--- config.mk ---
export PLATFORM = sky130hd
export DESIGN_NAME = alarm_snooze_ctrl
export DESIGN_NICKNAME = d
export VERILOG_FILES = /design/src/rtl/alarm_pkg.sv /design/src/rtl/alarm_sec_timer.sv /design/src/rtl/alarm_snooze_ctrl.sv
export SDC_FILE = /design/constraint.sdc
export NUM_CORES = 1
export LEC_CHECK = 0
export BUFFER_PORTS_ARGS = -buffer_cell sky130_fd_sc_hd__clkbuf_2
export CAP_MARGIN = 20
export CORE_MARGIN = 2
export CORE_UTILIZATION = 51
export DETAILED_ROUTE_END_ITERATION = 10
export PLACE_DENSITY = 0.71
export SLEW_MARGIN = 20
export SYNTH_ARGS = -nofsm -noshare
export SYNTH_HDL_FRONTEND = slang
export SYNTH_SLANG_ARGS = --single-unit
export TNS_END_PERCENT = 100
--- constraint.sdc ---
create_clock -name clk -period 4 [get_ports clk]
set_clock_uncertainty 0.2 [all_clocks]
set_input_delay 0.6 -clock clk [delete_from_list [all_inputs] [get_ports clk]]
set_output_delay 0.6 -clock clk [all_outputs]
set_load 0.05 [all_outputs]
--- src/rtl/alarm_pkg.sv ---
// Shared definitions for the alarm snooze controller: FSM state encoding and timer width.
package alarm_pkg;

    localparam int TIMER_W = 9;

    typedef enum logic [1:0] {
        IDLE   = 2'd0,
        RING   = 2'd1,
        SNOOZE = 2'd2
    } state_t;

endpackage

--- src/rtl/alarm_sec_timer.sv ---
// Seconds counter that restarts on clear and flags the tick that completes the programmed limit.
module alarm_sec_timer
    import alarm_pkg::*;
(
    input  logic               clk,
    input  logic               reset,
    input  logic               tick,
    input  logic               clear,
    input  logic [TIMER_W-1:0] limit,
    output logic               expire
);

    logic [TIMER_W-1:0] count;
    logic [TIMER_W-1:0] terminal;

    assign terminal = limit - TIMER_W'(1);
    assign expire   = tick && (count == terminal);

    // Clear wins over a coincident tick so a fresh state always starts at zero.
    always_ff @(posedge clk) begin
        if (reset || clear) begin
            count <= '0;
        end else if (tick) begin
            count <= count + TIMER_W'(1);
        end
    end

endmodule

--- src/rtl/alarm_snooze_ctrl.sv ---
// Alarm ring/snooze controller: rings on an armed alarm edge, supports limited snoozes and ring timeout.
module alarm_snooze_ctrl
    import alarm_pkg::*;
#(
    parameter int SNOOZE_SEC       = 300,
    parameter int RING_TIMEOUT_SEC = 60,
    parameter int MAX_SNOOZE       = 3
) (
    input  logic       clk,
    input  logic       reset,
    input  logic       sec_tick,
    input  logic       alarm_in,
    input  logic       enable,
    input  logic       snooze_btn,
    input  logic       dismiss_btn,
    output logic       buzzer,
    output logic       ringing,
    output logic       snoozing,
    output logic [1:0] snooze_count,
    output logic       missed
);

    localparam logic [TIMER_W-1:0] SNOOZE_LIM = TIMER_W'(SNOOZE_SEC);
    localparam logic [TIMER_W-1:0] RING_LIM   = TIMER_W'(RING_TIMEOUT_SEC);
    localparam logic [1:0]         MAX_CNT    = 2'(MAX_SNOOZE);

    state_t             state;
    state_t             state_next;
    logic               alarm_q;
    logic               trigger;
    logic               snooze_ok;
    logic               timed_out;
    logic               expire;
    logic [TIMER_W-1:0] limit;

    assign limit     = (state == SNOOZE) ? SNOOZE_LIM : RING_LIM;
    assign trigger   = (state == IDLE) && enable && alarm_in && !alarm_q;
    assign snooze_ok = snooze_count < MAX_CNT;

    alarm_sec_timer u_timer (
        .clk    (clk),
        .reset  (reset),
        .tick   (sec_tick),
        .clear  (state_next != state),
        .limit  (limit),
        .expire (expire)
    );

    // Priority: enable low, then dismiss, then snooze, then timer expiry.
    always_comb begin
        state_next = state;
        timed_out  = 1'b0;
        if (!enable) begin
            state_next = IDLE;
        end else begin
            case (state)
                IDLE: begin
                    if (trigger) state_next = RING;
                end
                RING: begin
                    if (dismiss_btn) begin
                        state_next = IDLE;
                    end else if (snooze_btn && snooze_ok) begin
                        state_next = SNOOZE;
                    end else if (expire) begin
                        state_next = IDLE;
                        timed_out  = 1'b1;
                    end
                end
                SNOOZE: begin
                    if (dismiss_btn) begin
                        state_next = IDLE;
                    end else if (expire) begin
                        state_next = RING;
                    end
                end
                default: state_next = IDLE;
            endcase
        end
    end

    // alarm_q resets high so a level already present at reset release is not an edge.
    always_ff @(posedge clk) begin
        if (reset) begin
            state        <= IDLE;
            alarm_q      <= 1'b1;
            buzzer       <= 1'b0;
            ringing      <= 1'b0;
            snoozing     <= 1'b0;
            snooze_count <= 2'd0;
            missed       <= 1'b0;
        end else begin
            state    <= state_next;
            alarm_q  <= alarm_in;
            ringing  <= (state_next == RING);
            snoozing <= (state_next == SNOOZE);

            if (state_next != RING) begin
                buzzer <= 1'b0;
            end else if (state != RING) begin
                buzzer <= 1'b1;
            end else if (sec_tick) begin
                buzzer <= ~buzzer;
            end

            if (trigger) begin
                snooze_count <= 2'd0;
            end else if (state == RING && state_next == SNOOZE) begin
                snooze_count <= snooze_count + 2'd1;
            end

            if (trigger || (state == IDLE && enable && dismiss_btn)) begin
                missed <= 1'b0;
            end else if (timed_out) begin
                missed <= 1'b1;
            end
        end
    end

endmodule

======== Word level (Yosys, flattened, before mapping) ========
Cells that the tools add are included.
word-level totals
  register bits ........................... 18
  bits of input ports ..................... 7
  logic and storage cells ................. 52
operators by class
  equal/unequal tests ..................... 8
  reductions and logical operators ........ 15
  order comparisons ....................... 1
  bitwise logic cells ..................... 1
  add/subtract/negate cells ............... 3
  mux-type cells .......................... 16
operators with widths
  cell                                                                     count
  2-bit 2-to-1 mux                                                         7
  9-bit by 1-bit adder with 9-bit output, second input constant            1
  9-bit equality test                                                      1
  9-bit 2-to-1 mux                                                         1
  9-bit by 1-bit subtractor with 9-bit output, second input constant       1
  1-bit logical AND                                                        7
  1-bit 2-to-1 mux                                                         7
  2-bit one-hot mux with 3 select lines                                    1
  2-bit OR reduction                                                       3
  2-bit by 1-bit equality test with 1-bit output, second input constant    2
  2-bit equality test, second input constant                               2
  2-bit by 1-bit inequality test with 1-bit output, second input constant  2
  2-bit by 1-bit adder with 2-bit output, second input constant            1
  2-bit zero test                                                          1
  1-bit logical OR                                                         2
  2-bit less-than comparator, second input constant                        1
  2-bit inequality test                                                    1
  2-bit nonzero test                                                       1
  1-bit zero test                                                          1
  1-bit inverter                                                           1

======== Depth between registers and ports, before layout ========
  depth in word-level cells ............... 12
  mapped depth ............................ 7
  mapped depth without buffers ............ 6

======== Modules after synthesis ========
Synthesis repeated with hierarchy kept, for this count alone.
unflattened totals
  cell total of the unflattened synthesis .. 133
  area total of the unflattened synthesis .. 1,139.8 sq um
by module, submodules not included
  module             seq. area each (sq um)  cells an instance  area an instance (sq um)  times used
  alarm_sec_timer    180.2                   81                 676.9                     1
  alarm_snooze_ctrl  180.2                   52                 462.9                     1

======== Worst setup path after synthesis ========
Ideal clock, no wire load.
  kind .................................... input -> register
  from .................................... input sec_tick
  to ...................................... register u_timer.count[5]
  setup slack ............................. 1.931 ns
  stages .................................. 7
  data arrival time ....................... 1.746 ns
  library setup time ...................... 0.123 ns
  buffers on the path ..................... 2
  data required time ...................... 3.677 ns
  path through ............................ buf_4 nand2_1 nor4_4 o211a_1 nor3_1 buf_4 mux2i_1
between the ends
  longest elaborated chain between the ends .. 8
ends and longest elaborated chain
  element                                RTL line                 RTL
  start: declaration                     alarm_snooze_ctrl.sv:11  input logic sec_tick,
  1-bit logical AND                      alarm_sec_timer.sv:17    assign expire = tick && (count == terminal);
  2-bit 2-to-1 mux                       alarm_snooze_ctrl.sv:65  end else if (expire) begin
  2-bit 2-to-1 mux                       alarm_snooze_ctrl.sv:63  end else if (snooze_btn && snooze_ok) begin
  2-bit 2-to-1 mux                       alarm_snooze_ctrl.sv:61  if (dismiss_btn) begin
  2-bit one-hot mux with 3 select lines  alarm_snooze_ctrl.sv:56  case (state)
  2-bit 2-to-1 mux                       alarm_snooze_ctrl.sv:53  if (!enable) begin
  2-bit inequality test                  alarm_snooze_ctrl.sv:44  .clear (state_next != state),
  1-bit logical OR                       alarm_sec_timer.sv:21    if (reset || clear) begin
  end signal: assignment                 alarm_sec_timer.sv:24    count <= count + TIMER_W'(1);
  end: declaration                       alarm_sec_timer.sv:13    logic [TIMER_W-1:0] count;
Parallel ways exist; a longest one is shown, timed or not.
A chain may end at the register's enable or synchronous reset.

======== Worst setup path after layout ========
  from .................................... register u_timer.count[0]
  to ...................................... register u_timer.count[7]
between the ends
  longest elaborated chain between the ends .. 9
ends and longest elaborated chain
  element                                RTL line
  9-bit equality test                    alarm_sec_timer.sv:17
  1-bit logical AND                      alarm_sec_timer.sv:17
  2-bit 2-to-1 mux                       alarm_snooze_ctrl.sv:65
  2-bit 2-to-1 mux                       alarm_snooze_ctrl.sv:63
  2-bit 2-to-1 mux                       alarm_snooze_ctrl.sv:61
  2-bit one-hot mux with 3 select lines  alarm_snooze_ctrl.sv:56
  2-bit 2-to-1 mux                       alarm_snooze_ctrl.sv:53
  2-bit inequality test                  alarm_snooze_ctrl.sv:44
  1-bit logical OR                       alarm_sec_timer.sv:21
Parallel ways exist; a longest one is shown, timed or not.

==> flow_metrics.env <==
export IMPL_dieArea_sq_mm=0.002486
export IMPL_r2r_slack_ps=1820
export IMPL_clockBufferDepth=2
export IMPL_grtUsageTotal_pct=19.11
export IMPL_synthCells=121
export IMPL_crit_path_max_fanout=9
export IMPL_grt_max_degree=14
export IMPL_gp_congestion=0.8151
export IMPL_fin_crit_sh_pct=54.45
export IMPL_ys_seq_elements=18
export IMPL_fmax_mhz=459.2
export IMPL_cts_hold_buffers=0
export IMPL_fin_setup_tns_ps=0
export IMPL_yosysSeqAreaShare_pct=33.61
export IMPL_startpoint_type="flop"
export IMPL_clkTransAtPathRegs_ps=100
export IMPL_maxCapViolations=0
export IMPL_design_core_area_sq_mm=0.001982
export IMPL_p_per_area_mw_per_mm2=260.2
export IMPL_drive_above_1_share_pct=17.29
export IMPL_routed_wl_microns=2114
export IMPL_ys_async_sr_fraction_pct=0
export IMPL_final_area_sq_mm=0.001166
export IMPL_status="complete, no violations"
export IMPL_initial_core_util_pct=54.10
export IMPL_synth_warnings=0
export IMPL_numPortBuffers=12
export IMPL_synth_edf_count=0
export IMPL_avgSynthCellArea_sq_um=8.862
export IMPL_cts_resized=0
export IMPL_grt_antenna_before_repair=0
export IMPL_avgRoutedWirePerCell_microns=13.21
export IMPL_hold_class="reg -> reg"
export IMPL_dp_cells=157
export IMPL_hold_viol=0
export IMPL_synth_cell_type_count=37
export IMPL_first_pass_iters=4
export IMPL_syn_nets=130
export IMPL_die_y_microns=49.86
export IMPL_drc_errors=0
export IMPL_synth_most_common_cell="dfxtp_1"
export IMPL_slew_headroom_pct=50.11
export IMPL_post_cts_buffers=0
export IMPL_tightest_slew_ps=742.7
export IMPL_ys_flop_type="dfxtp_1"
export IMPL_syn_to_final_growth_pct=8.752
export IMPL_vias=897
export IMPL_core_rowCount=16
export IMPL_clock_sink_count=18
export IMPL_die_w_microns=49.86
export IMPL_cts_htree_levels=1
export IMPL_grt_pass1_vias=829
export IMPL_hpwl_microns=1626
export IMPL_worstSetupStartpoint="u_timer.count[0]"
export IMPL_hold_start="snooze_count[1]"
export IMPL_slew_viol_final=0
export IMPL_timing_rr_start="u_timer.count[0]"
export IMPL_drt_iter0_markers=14
export IMPL_final_cells=160
export IMPL_path_class="reg -> reg"
export IMPL_p_leak_nw=0.4421
export IMPL_cts_root_buf="clkbuf_4"
export IMPL_synth_top_area_share_pct=33.61
export IMPL_place_area_sq_mm=0.001144
export IMPL_critical_path_required_ps=4020
export IMPL_vias_per_cell=5.606
export IMPL_setup_viol=0
export IMPL_antennaDiodeCount=0
export IMPL_ant_nets=0
export IMPL_cts_buffers=3
export IMPL_netlist_area_sq_mm=0.001072
export IMPL_yosys_top_cells_count="18 x dfxtp_1, 17 x nand2_1, 11 x mux2i_1"
export IMPL_critical_path_arrival_ps=2200
export IMPL_tritoncts="done"
export IMPL_p_total_w=0.0003035
export IMPL_grt_pass1_wl_microns=3622
export IMPL_pin_count=13
export IMPL_synth_largest_area_cell="dfxtp_1"
export IMPL_rsz0062_at_grt="false"
export IMPL_insertion_delay_ps=290
export IMPL_final_nets=144
export IMPL_grt_ovfl_total=0
export IMPL_peakVddDrop_uv=189.6
export IMPL_fin_crit_ps=2178
export IMPL_synthTopCellsByArea="dfxtp_1 34%, mux2i_1 10%, xor2_1 6.5%, nand2_1 6.0%, nor2_1 3.5%"
export IMPL_fin_hold_ws_ps=287.8
export IMPL_end_kind="flop"
## cells by family (layout without fill, tap and decap cells)
kind of cell	after synthesis	after routing	synth area share [%]
adder cells (fa/ha/maj)	2	2	2.333
AND/OR/NAND/NOR	52	52	26.26
multiplexers	11	11	10.27
AO/OA/AOI/OAI	20	20	15.17
XOR/XNOR	10	10	8.169
flip-flops	18	18	33.61
buffers and inverters	8	20	4.199
## power breakdown
| group | internal (W) | total [W] | leakage [nW] | switching, W |
|---|---|---|---|---|
| Combinational | 0.0000112 | 0.0000295 | 0.283 | 0.0000183 |
| Sequential | 0.000182 | 0.000185 | 0.146 | 0.00000297 |
| Clock | 0.0000350 | 0.0000888 | 0.0138 | 0.0000538 |
| Total | 0.000228 | 0.000303 | 0.442 | 0.0000751 |
## state kept, by name, summed over array words and instances (netlist names)
register	count
u_timer.count	9
state	2
alarm_q	1
missed	1
buzzer	1
snooze_count	2
ringing	1
snoozing	1
## worst max-delay path: stages (launching register included)
cell and delay [ps]:
dfxtp_1 400, ha_1 260, nand2_1 140, nor4_4 380
a21oi_2 120, nor3_1 160, buf_4 240, mux2i_1 210
## layer usage
metal | GRT usage [%] | vias up | wire length, microns
met5 | 0 | - | 0
met2 | 28.67 | 15 | 933
met1 | 26.76 | 422 | 1073
met3 | 2.727 | 5 | 65
li1 | - | 455 | -
met4 | 9.259 | 0 | 42
## placed cells by master, fill, tap and decap left out, types with 2 or more instances in the layout
master    instances
clkbuf_4          3
nand4_1           3
ha_1              2
dfxtp_1          18
nor3_1            5
nand2_1          17
nor2_1           10
xnor2_1           2
nand2b_1          3
nand3b_1          2
mux2i_1          11
nor4_1            2
o21ai_0           5
clkbuf_2         12
xor2_1            8
a21oi_1           3
o211ai_1          4
inv_1             4
## final cells by class
class | count | area, sq um
Tap cell | 27 | 33.78
Inverter | 4 | 15.01
Clock buffer | 3 | 22.52
Timing Repair Buffer | 13 | 67.56
Fill cell | 176 | 815.8
Multi-Input combinational cell | 95 | 666.9
Sequential cell | 18 | 360.3
## path summary, 6_finish.rpt
kind | end | cells past startpoint
min reg2reg | snooze_count[1] | 2
max reg2reg | u_timer.count[7] | 7
min | snooze_count[1] | 2
max | u_timer.count[7] | 7
## stage by stage
step | setup WS [ps] | utilization, %
final | 1822 | 58.84
after global routing | 1607 | 58.84
after CTS | 1810 | 58.84
after detailed placement | 1683 | 57.70
after global placement | 1748 | 57.70
after floorplan | 1931 | -
Note: power is estimated with default switching activity, not from simulation.
